**src/rtl/dsp_mac_ctrl.sv**
```systemverilog
`default_nettype none
// ============================================================================
// Module   : dsp_mac_ctrl
// Brief    : Sequences one DSP48A1 slice as a multiply-accumulate engine.
// Revision : 1.0  initial release
// ============================================================================
module dsp_mac_ctrl #(
  parameter int LEN_W     = 8,
  parameter int PIPE_LAT  = 3,
  parameter int OPMODEREG = 1
) (
  input  logic             clk,
  input  logic             rst,
  input  logic             start_valid,
  output logic             start_ready,
  input  logic [LEN_W-1:0] len,
  input  logic             abort,
  input  logic             op_valid,
  output logic             op_ready,
  output logic             dsp_cea,
  output logic             dsp_ceb,
  output logic             dsp_cem,
  output logic             dsp_cep,
  output logic [7:0]       dsp_opmode,
  output logic             dsp_rstp,
  output logic             busy,
  output logic             done
);

  localparam int         C_OPM_DEPTH = PIPE_LAT - OPMODEREG;
  // The first flag only has to travel as far as the stage that feeds the OPMODE register.
  localparam int         C_F_DEPTH   = (C_OPM_DEPTH > 1) ? C_OPM_DEPTH - 1 : 1;
  localparam logic [7:0] C_OPM_LOAD  = 8'h01;
  localparam logic [7:0] C_OPM_ACC   = 8'h09;

  typedef enum logic [2:0] {
    S_IDLE  = 3'd0,
    S_RUN   = 3'd1,
    S_CLR   = 3'd2,
    S_DRAIN = 3'd3,
    S_DONE  = 3'd4
  } state_t;

  state_t             r_state;
  state_t             w_state_nxt;
  logic [LEN_W-1:0]   r_count;
  logic               r_first;
  logic [PIPE_LAT:1]  r_tag_v;
  logic [C_F_DEPTH:1] r_tag_f;
  logic               r_abort_clr;
  logic [7:0]         r_opmode;

  logic w_job_acc;
  logic w_beat_acc;
  logic w_active;
  logic w_abort;
  logic w_inflight;
  logic w_opm_v;
  logic w_opm_f;

  assign w_inflight = |r_tag_v[PIPE_LAT-1:1];

  // Tag that will occupy the OPMODE-aligned depth after this edge.
  generate
    if (C_OPM_DEPTH == 1) begin : g_opm_src_in
      assign w_opm_v = w_beat_acc;
      assign w_opm_f = r_first;
    end else begin : g_opm_src_pipe
      assign w_opm_v = r_tag_v[C_OPM_DEPTH-1];
      assign w_opm_f = r_tag_f[C_OPM_DEPTH-1];
    end
  endgenerate

  always_comb begin
    w_state_nxt = r_state;
    start_ready = 1'b0;
    op_ready    = 1'b0;
    w_active    = 1'b0;
    w_job_acc   = 1'b0;
    w_beat_acc  = 1'b0;
    w_abort     = 1'b0;
    busy        = 1'b1;
    done        = 1'b0;
    dsp_rstp    = r_abort_clr;
    case (r_state)
      S_IDLE: begin
        start_ready = 1'b1;
        busy        = 1'b0;
        w_job_acc   = start_valid;
        if (start_valid)
          w_state_nxt = (len == '0) ? S_CLR : S_RUN;
      end
      S_RUN: begin
        op_ready   = 1'b1;
        w_active   = 1'b1;
        w_beat_acc = op_valid;
        w_abort    = abort;
        if (abort)
          w_state_nxt = S_IDLE;
        else if (op_valid && (r_count == LEN_W'(1)))
          w_state_nxt = S_DRAIN;
      end
      S_DRAIN: begin
        w_active = 1'b1;
        w_abort  = abort;
        if (abort)
          w_state_nxt = S_IDLE;
        else if (!w_inflight)
          w_state_nxt = S_DONE;
      end
      S_CLR: begin
        dsp_rstp    = 1'b1;
        w_state_nxt = S_DONE;
      end
      S_DONE: begin
        done        = 1'b1;
        w_state_nxt = S_IDLE;
      end
      default: w_state_nxt = S_IDLE;
    endcase
  end

  assign dsp_cea    = w_beat_acc;
  assign dsp_ceb    = w_beat_acc;
  assign dsp_cem    = w_active;
  assign dsp_cep    = r_tag_v[PIPE_LAT];
  assign dsp_opmode = r_opmode;

  always_ff @(posedge clk or negedge rst) begin
    if (!rst) begin
      r_state     <= S_IDLE;
      r_count     <= '0;
      r_first     <= 1'b0;
      r_tag_v     <= '0;
      r_tag_f     <= '0;
      r_abort_clr <= 1'b0;
      r_opmode    <= '0;
    end else begin
      r_state     <= w_state_nxt;
      r_abort_clr <= w_abort;

      if (w_job_acc) begin
        r_count <= len;
        r_first <= 1'b1;
      end else if (w_beat_acc) begin
        r_count <= r_count - 1'b1;
        r_first <= 1'b0;
      end

      // Bubbles enter as invalid tags so P stays put while M keeps running.
      if (w_active && !w_abort) begin
        r_tag_v[1] <= w_beat_acc;
        r_tag_f[1] <= w_beat_acc & r_first;
        for (int k = 2; k <= PIPE_LAT; k++)
          r_tag_v[k] <= r_tag_v[k-1];
        for (int k = 2; k <= C_F_DEPTH; k++)
          r_tag_f[k] <= r_tag_f[k-1];
      end else begin
        r_tag_v <= '0;
        r_tag_f <= '0;
      end

      if (w_active && w_opm_v)
        r_opmode <= w_opm_f ? C_OPM_LOAD : C_OPM_ACC;
    end
  end

endmodule
`default_nettype wire

```
**config.mk**
```make
export PLATFORM = sky130hd
export DESIGN_NAME = dsp_mac_ctrl
export DESIGN_NICKNAME = d
export VERILOG_FILES = /design/src/rtl/dsp_mac_ctrl.sv
export SDC_FILE = /design/constraint.sdc
export NUM_CORES = 1
export LEC_CHECK = 0
export ABC_AREA = 1
export BUFFER_PORTS_ARGS = -buffer_cell sky130_fd_sc_hd__buf_2
export CAP_MARGIN = 20
export CORE_MARGIN = 1
export CORE_UTILIZATION = 45
export CTS_CLUSTER_DIAMETER = 80
export CTS_CLUSTER_SIZE = 12
export DETAILED_ROUTE_END_ITERATION = 8
export GPL_ROUTABILITY_DRIVEN = 0
export GPL_TIMING_DRIVEN = 0
export PLACE_DENSITY = 0.71
export SLEW_MARGIN = 25
export SYNTH_ARGS = -nofsm -noshare
export SYNTH_HDL_FRONTEND = slang
export SYNTH_SLANG_ARGS = --single-unit
export TNS_END_PERCENT = 100
```
**constraint.sdc**
```tcl
create_clock -name clk -period 2.4 [get_ports clk]
set_input_delay 0.12 -clock clk [delete_from_list [all_inputs] [get_ports clk]]
set_output_delay 0.12 -clock clk [all_outputs]
set_load 0.03 [all_outputs]
```
==> run_summary.xml <==
<?xml version="1.0" encoding="UTF-8"?>
<metrics>
  <group name="run_status">
    <metric name="outcome" unit="">finished, final reports clean</metric>
  </group>
  <group name="grt">
    <metric name="antenna_found_initial" unit="">0</metric>
    <metric name="grt_start_max_net_pins" unit="">20</metric>
    <metric name="grtUsageTotal" unit="">0.194</metric>
    <metric name="grt-ovfl-total" unit="">0</metric>
    <metric name="number_of_global_route_vias_before_repair" unit="">914</metric>
    <metric name="grt_pass1_wl" unit="mm">3.86</metric>
  </group>
  <group name="layout">
    <metric name="area_growth_syn_to_layout" unit="%">19.3</metric>
    <metric name="fillers" unit="">216</metric>
    <metric name="final_layout_size_suffix_gt1_frac" unit="">0.246</metric>
    <metric name="final_design_area_no_fill" unit="mm^2">0.00135</metric>
    <metric name="antennaDiodeCount" unit="">0</metric>
    <metric name="fin_nets" unit="">203</metric>
  </group>
  <group name="pwr">
    <metric name="swShare" unit="">0.509</metric>
    <metric name="p_clk_frac" unit="">0.099</metric>
    <metric name="vdd_drop_max" unit="uV">641</metric>
    <metric name="cellLeakagePower" unit="nW">0.769</metric>
    <metric name="internal_power" unit="mW">0.846</metric>
    <metric name="pwr-share-comb" unit="">0.570</metric>
    <metric name="power_switching" unit="mW">0.877</metric>
    <metric name="powerDensity" unit="mW/mm^2">1270</metric>
    <metric name="sequentialPowerShare" unit="">0.331</metric>
  </group>
  <group name="worst_hold_path">
    <metric name="min_from" unit="">len[1]</metric>
    <metric name="hold_class" unit="">in2reg</metric>
  </group>
  <group name="worst_setup_path">
    <metric name="worst_path_most_repeated_cell" unit="">sky130_fd_sc_hd__inv_2</metric>
    <metric name="crit_arrival" unit="ns">1.60</metric>
    <metric name="cp_slowest_cell" unit="">sky130_fd_sc_hd__dfrtp_1</metric>
    <metric name="critPathRequiredTime" unit="ns">2.28</metric>
    <metric name="reg2reg_setup_slack" unit="ns">1.13</metric>
    <metric name="critPathMaxStageDelay" unit="ns">0.44</metric>
    <metric name="setup.worst_path.end_class" unit="">output port</metric>
    <metric name="ff_to_ff_start" unit="">r_state[0]</metric>
    <metric name="crit_type" unit="">reg2out</metric>
    <metric name="critical_path.startpoint_type" unit="">flop</metric>
    <metric name="startpoint" unit="">r_state[1]</metric>
    <metric name="crit_buf_inv" unit="">5</metric>
    <metric name="path_cells" unit="">inv_2 -&gt; nand3_2 -&gt; inv_2 -&gt; nand2_4 -&gt; inv_2 -&gt; buf_4 -&gt; buf_2</metric>
    <metric name="cpLargestDelayFamily" unit="">buffers and inverters</metric>
    <metric name="crit_fanout" unit="">10</metric>
  </group>
  <group name="logic_synthesis">
    <metric name="synthDominantCellAreaShare" unit="">0.419</metric>
    <metric name="asyncSetResetFlopFracSynth" unit="">1.00</metric>
    <metric name="synthesized_area_divided_by_synthesized_cell_count" unit="um^2">7.41</metric>
    <metric name="syn_area" unit="mm^2">0.00113</metric>
    <metric name="synth_enable_flop_cells" unit="">0</metric>
    <metric name="yosys.cell_types.count" unit="">25</metric>
    <metric name="synth.yosys.warnings" unit="">0</metric>
    <metric name="dominant_synthesized_flop_cell" unit="">sky130_fd_sc_hd__dfrtp_1</metric>
    <metric name="yosys.area.top_type" unit="">sky130_fd_sc_hd__dfrtp_1</metric>
    <metric name="synthTopCellsByArea" unit="">sky130_fd_sc_hd__dfrtp_1 (42%), sky130_fd_sc_hd__nand2_1 (14%), sky130_fd_sc_hd__nand3_1 (7.5%)</metric>
    <metric name="post_synth_inst_count" unit="">153</metric>
    <metric name="synth.yosys.seq_area_share" unit="">0.419</metric>
    <metric name="ys_seq_elements" unit="">19</metric>
  </group>
  <group name="sta">
    <metric name="period_share" unit="">0.717</metric>
    <metric name="maxSlewViolCount" unit="">0</metric>
    <metric name="report.final.setup_viol" unit="">0</metric>
    <metric name="final_period_minus_worst_setup_slack" unit="ns">1.72</metric>
    <metric name="rsz0062_at_grt" unit="">no</metric>
    <metric name="fmax" unit="MHz">581</metric>
    <metric name="totalNegativeSetupSlack" unit="ns">0</metric>
    <metric name="fin_worst_skew" unit="ns">0.00462</metric>
    <metric name="hold_viol" unit="">0</metric>
  </group>
  <group name="route">
    <metric name="drt_iter0_markers" unit="">15</metric>
    <metric name="postRouteAntennaNets" unit="">0</metric>
    <metric name="route.detailed.vias_per_inst" unit="">4.62</metric>
    <metric name="drt_pre_antenna_iters" unit="">3</metric>
    <metric name="totalWireLength" unit="mm">2.18</metric>
    <metric name="drt_drc_violations_left" unit="">0</metric>
    <metric name="vias" unit="">994</metric>
    <metric name="routed_wire_length_per_instance" unit="um">10.1</metric>
  </group>
  <group name="floorplanning">
    <metric name="io_pins" unit="">30</metric>
    <metric name="die_h" unit="um">52.2</metric>
    <metric name="initial_core_util" unit="">0.493</metric>
    <metric name="die_w" unit="um">52.2</metric>
    <metric name="design.die.area" unit="mm^2">0.00272</metric>
    <metric name="std_cell_rows" unit="">17</metric>
    <metric name="core_area" unit="mm^2">0.00230</metric>
  </group>
  <group name="run">
    <metric name="max_cap_viol_count" unit="">0</metric>
  </group>
  <group name="clock_network">
    <metric name="clock_insertion_delay_worst_skew" unit="ns">0.30</metric>
    <metric name="cts.htree.levels" unit="">1</metric>
    <metric name="clkSinkCount" unit="">19</metric>
    <metric name="ctsResizeCount" unit="">0</metric>
    <metric name="cts_root_buffer" unit="">sky130_fd_sc_hd__clkbuf_4</metric>
    <metric name="clk_pin_slew_worst_paths" unit="ns">0.12</metric>
    <metric name="postCtsSetupBuffers" unit="">0</metric>
    <metric name="max-clock-path-buffers" unit="">2</metric>
    <metric name="tritoncts_clock_tree" unit="">yes</metric>
    <metric name="numCtsBuffers" unit="">3</metric>
  </group>
  <group name="place">
    <metric name="hpwlAfterDp" unit="mm">1.68</metric>
    <metric name="port_buffers" unit="">23</metric>
    <metric name="post_dp_cell_area" unit="mm^2">0.00130</metric>
  </group>
</metrics>
-- cell type report --
type	count	area, um^2	share of cell area
Buffer	7	52.6	0.0389
Clock buffer	3	22.5	0.0167
Clock inverter	1	7.51	0.00555
Inverter	22	82.6	0.0611
Multi-Input combinational cell	110	542	0.401
Sequential cell	19	475	0.352
Tap cell	28	35.0	0.0259
Timing Repair Buffer	25	135	0.0999
-- cells in the final DEF (no fill, tap or decap), types with 2 or more instances in the layout --
cell	n
sky130_fd_sc_hd__nand2_1	42
sky130_fd_sc_hd__buf_2	23
sky130_fd_sc_hd__nor2_1	21
sky130_fd_sc_hd__dfrtp_1	19
sky130_fd_sc_hd__nand3_1	17
sky130_fd_sc_hd__inv_1	15
sky130_fd_sc_hd__inv_2	7
sky130_fd_sc_hd__buf_4	7
sky130_fd_sc_hd__conb_1	6
sky130_fd_sc_hd__nor3_1	4
sky130_fd_sc_hd__clkbuf_4	3
sky130_fd_sc_hd__nor2_4	2
sky130_fd_sc_hd__xnor2_1	2
sky130_fd_sc_hd__o21ai_0	2
sky130_fd_sc_hd__ha_1	2
sky130_fd_sc_hd__dlygate4sd3_1	2
-- power groups by stage --
stage | sequential [mW] | clock (mW) | combinational [mW]
floorplan | 0.585 | 0 | 0.743
global placement | 0.572 | 0 | 0.965
detailed placement | 0.576 | 0 | 0.980
CTS | 0.569 | 0.178 | 0.986
global route | 0.593 | 0.191 | 1.11
finish | 0.570 | 0.171 | 0.981
-- final timing paths --
check	to	depth (start not counted)
max	dsp_ceb	7
min	r_count[1]	3
max reg2reg	r_count[6]	7
min reg2reg	dsp_opmode[3]	1
max in group asynchronous	r_count[4]	2
min in group asynchronous	r_tag_v[2]	2
-- per-stage QoR --
| stage | std cells | hold WS, ns | total power, mW | worst slack [ns] | utilization |
|---|---|---|---|---|---|
| 2_1_floorplan | 158 | -0.176 | 1.33 | 0.967 | - |
| 3_3_place_gp | 209 | 0.0850 | 1.54 | 1.03 | 0.567 |
| 3_5_place_dp | 209 | 0.0907 | 1.56 | 1.03 | 0.567 |
| 4_1_cts | 215 | 0.0358 | 1.73 | 0.674 | 0.589 |
| 5_1_grt | 215 | 0.0500 | 1.89 | 0.584 | 0.589 |
| 6_report | 215 | 0.0436 | 1.72 | 0.679 | 0.589 |
-- layer usage --
layer  vias up  part of all wire  GRT usage  wire length [um]
met5         -                 0          0                 0
met4         0            0.0073     0.0789                16
met1       442              0.49      0.246              1060
li1        529                 -          -                 -
met2        21              0.47      0.329              1030
met3         2             0.035     0.0261                76
-- cell usage after synthesis (all sizes together), types with 2 or more instances --
cell,n
ha,2
nor3,4
nand2,43
nand3,19
xnor2,2
inv,22
o21ai,3
nor2,23
buf,7
dfrtp,19
-- flip-flops by register name, indices dropped and copies added, names as in the netlist --
register and cells:
r_count 8, r_state 3, r_tag_v 3, dsp_opmode 2, r_abort_clr 1, r_first 1, r_tag_f 1
-- tightest hold or removal path, stage by stage --
cell                      delay [ns]
sky130_fd_sc_hd__buf_2          0.08
sky130_fd_sc_hd__nand2_1        0.04
sky130_fd_sc_hd__nand3_1        0.07
-- what timing repair did --
action | CTS | global route
hold buffers | 2 | 0
endpoints found under the setup margin | 0 | 0
endpoints found under the hold margin | 21 | 0
-- cell families after synthesis --
kind of cell    count (synthesis)  share of synthesized area
other cells                     1                    0.00331
buf+inv                        29                      0.119
flops                          19                      0.419
simple gates                   92                      0.373
xor+xnor                        3                     0.0232
fa+ha+maj                       2                     0.0221
compound gates                  7                     0.0397
Note: power is estimated with default switching activity, not from simulation.
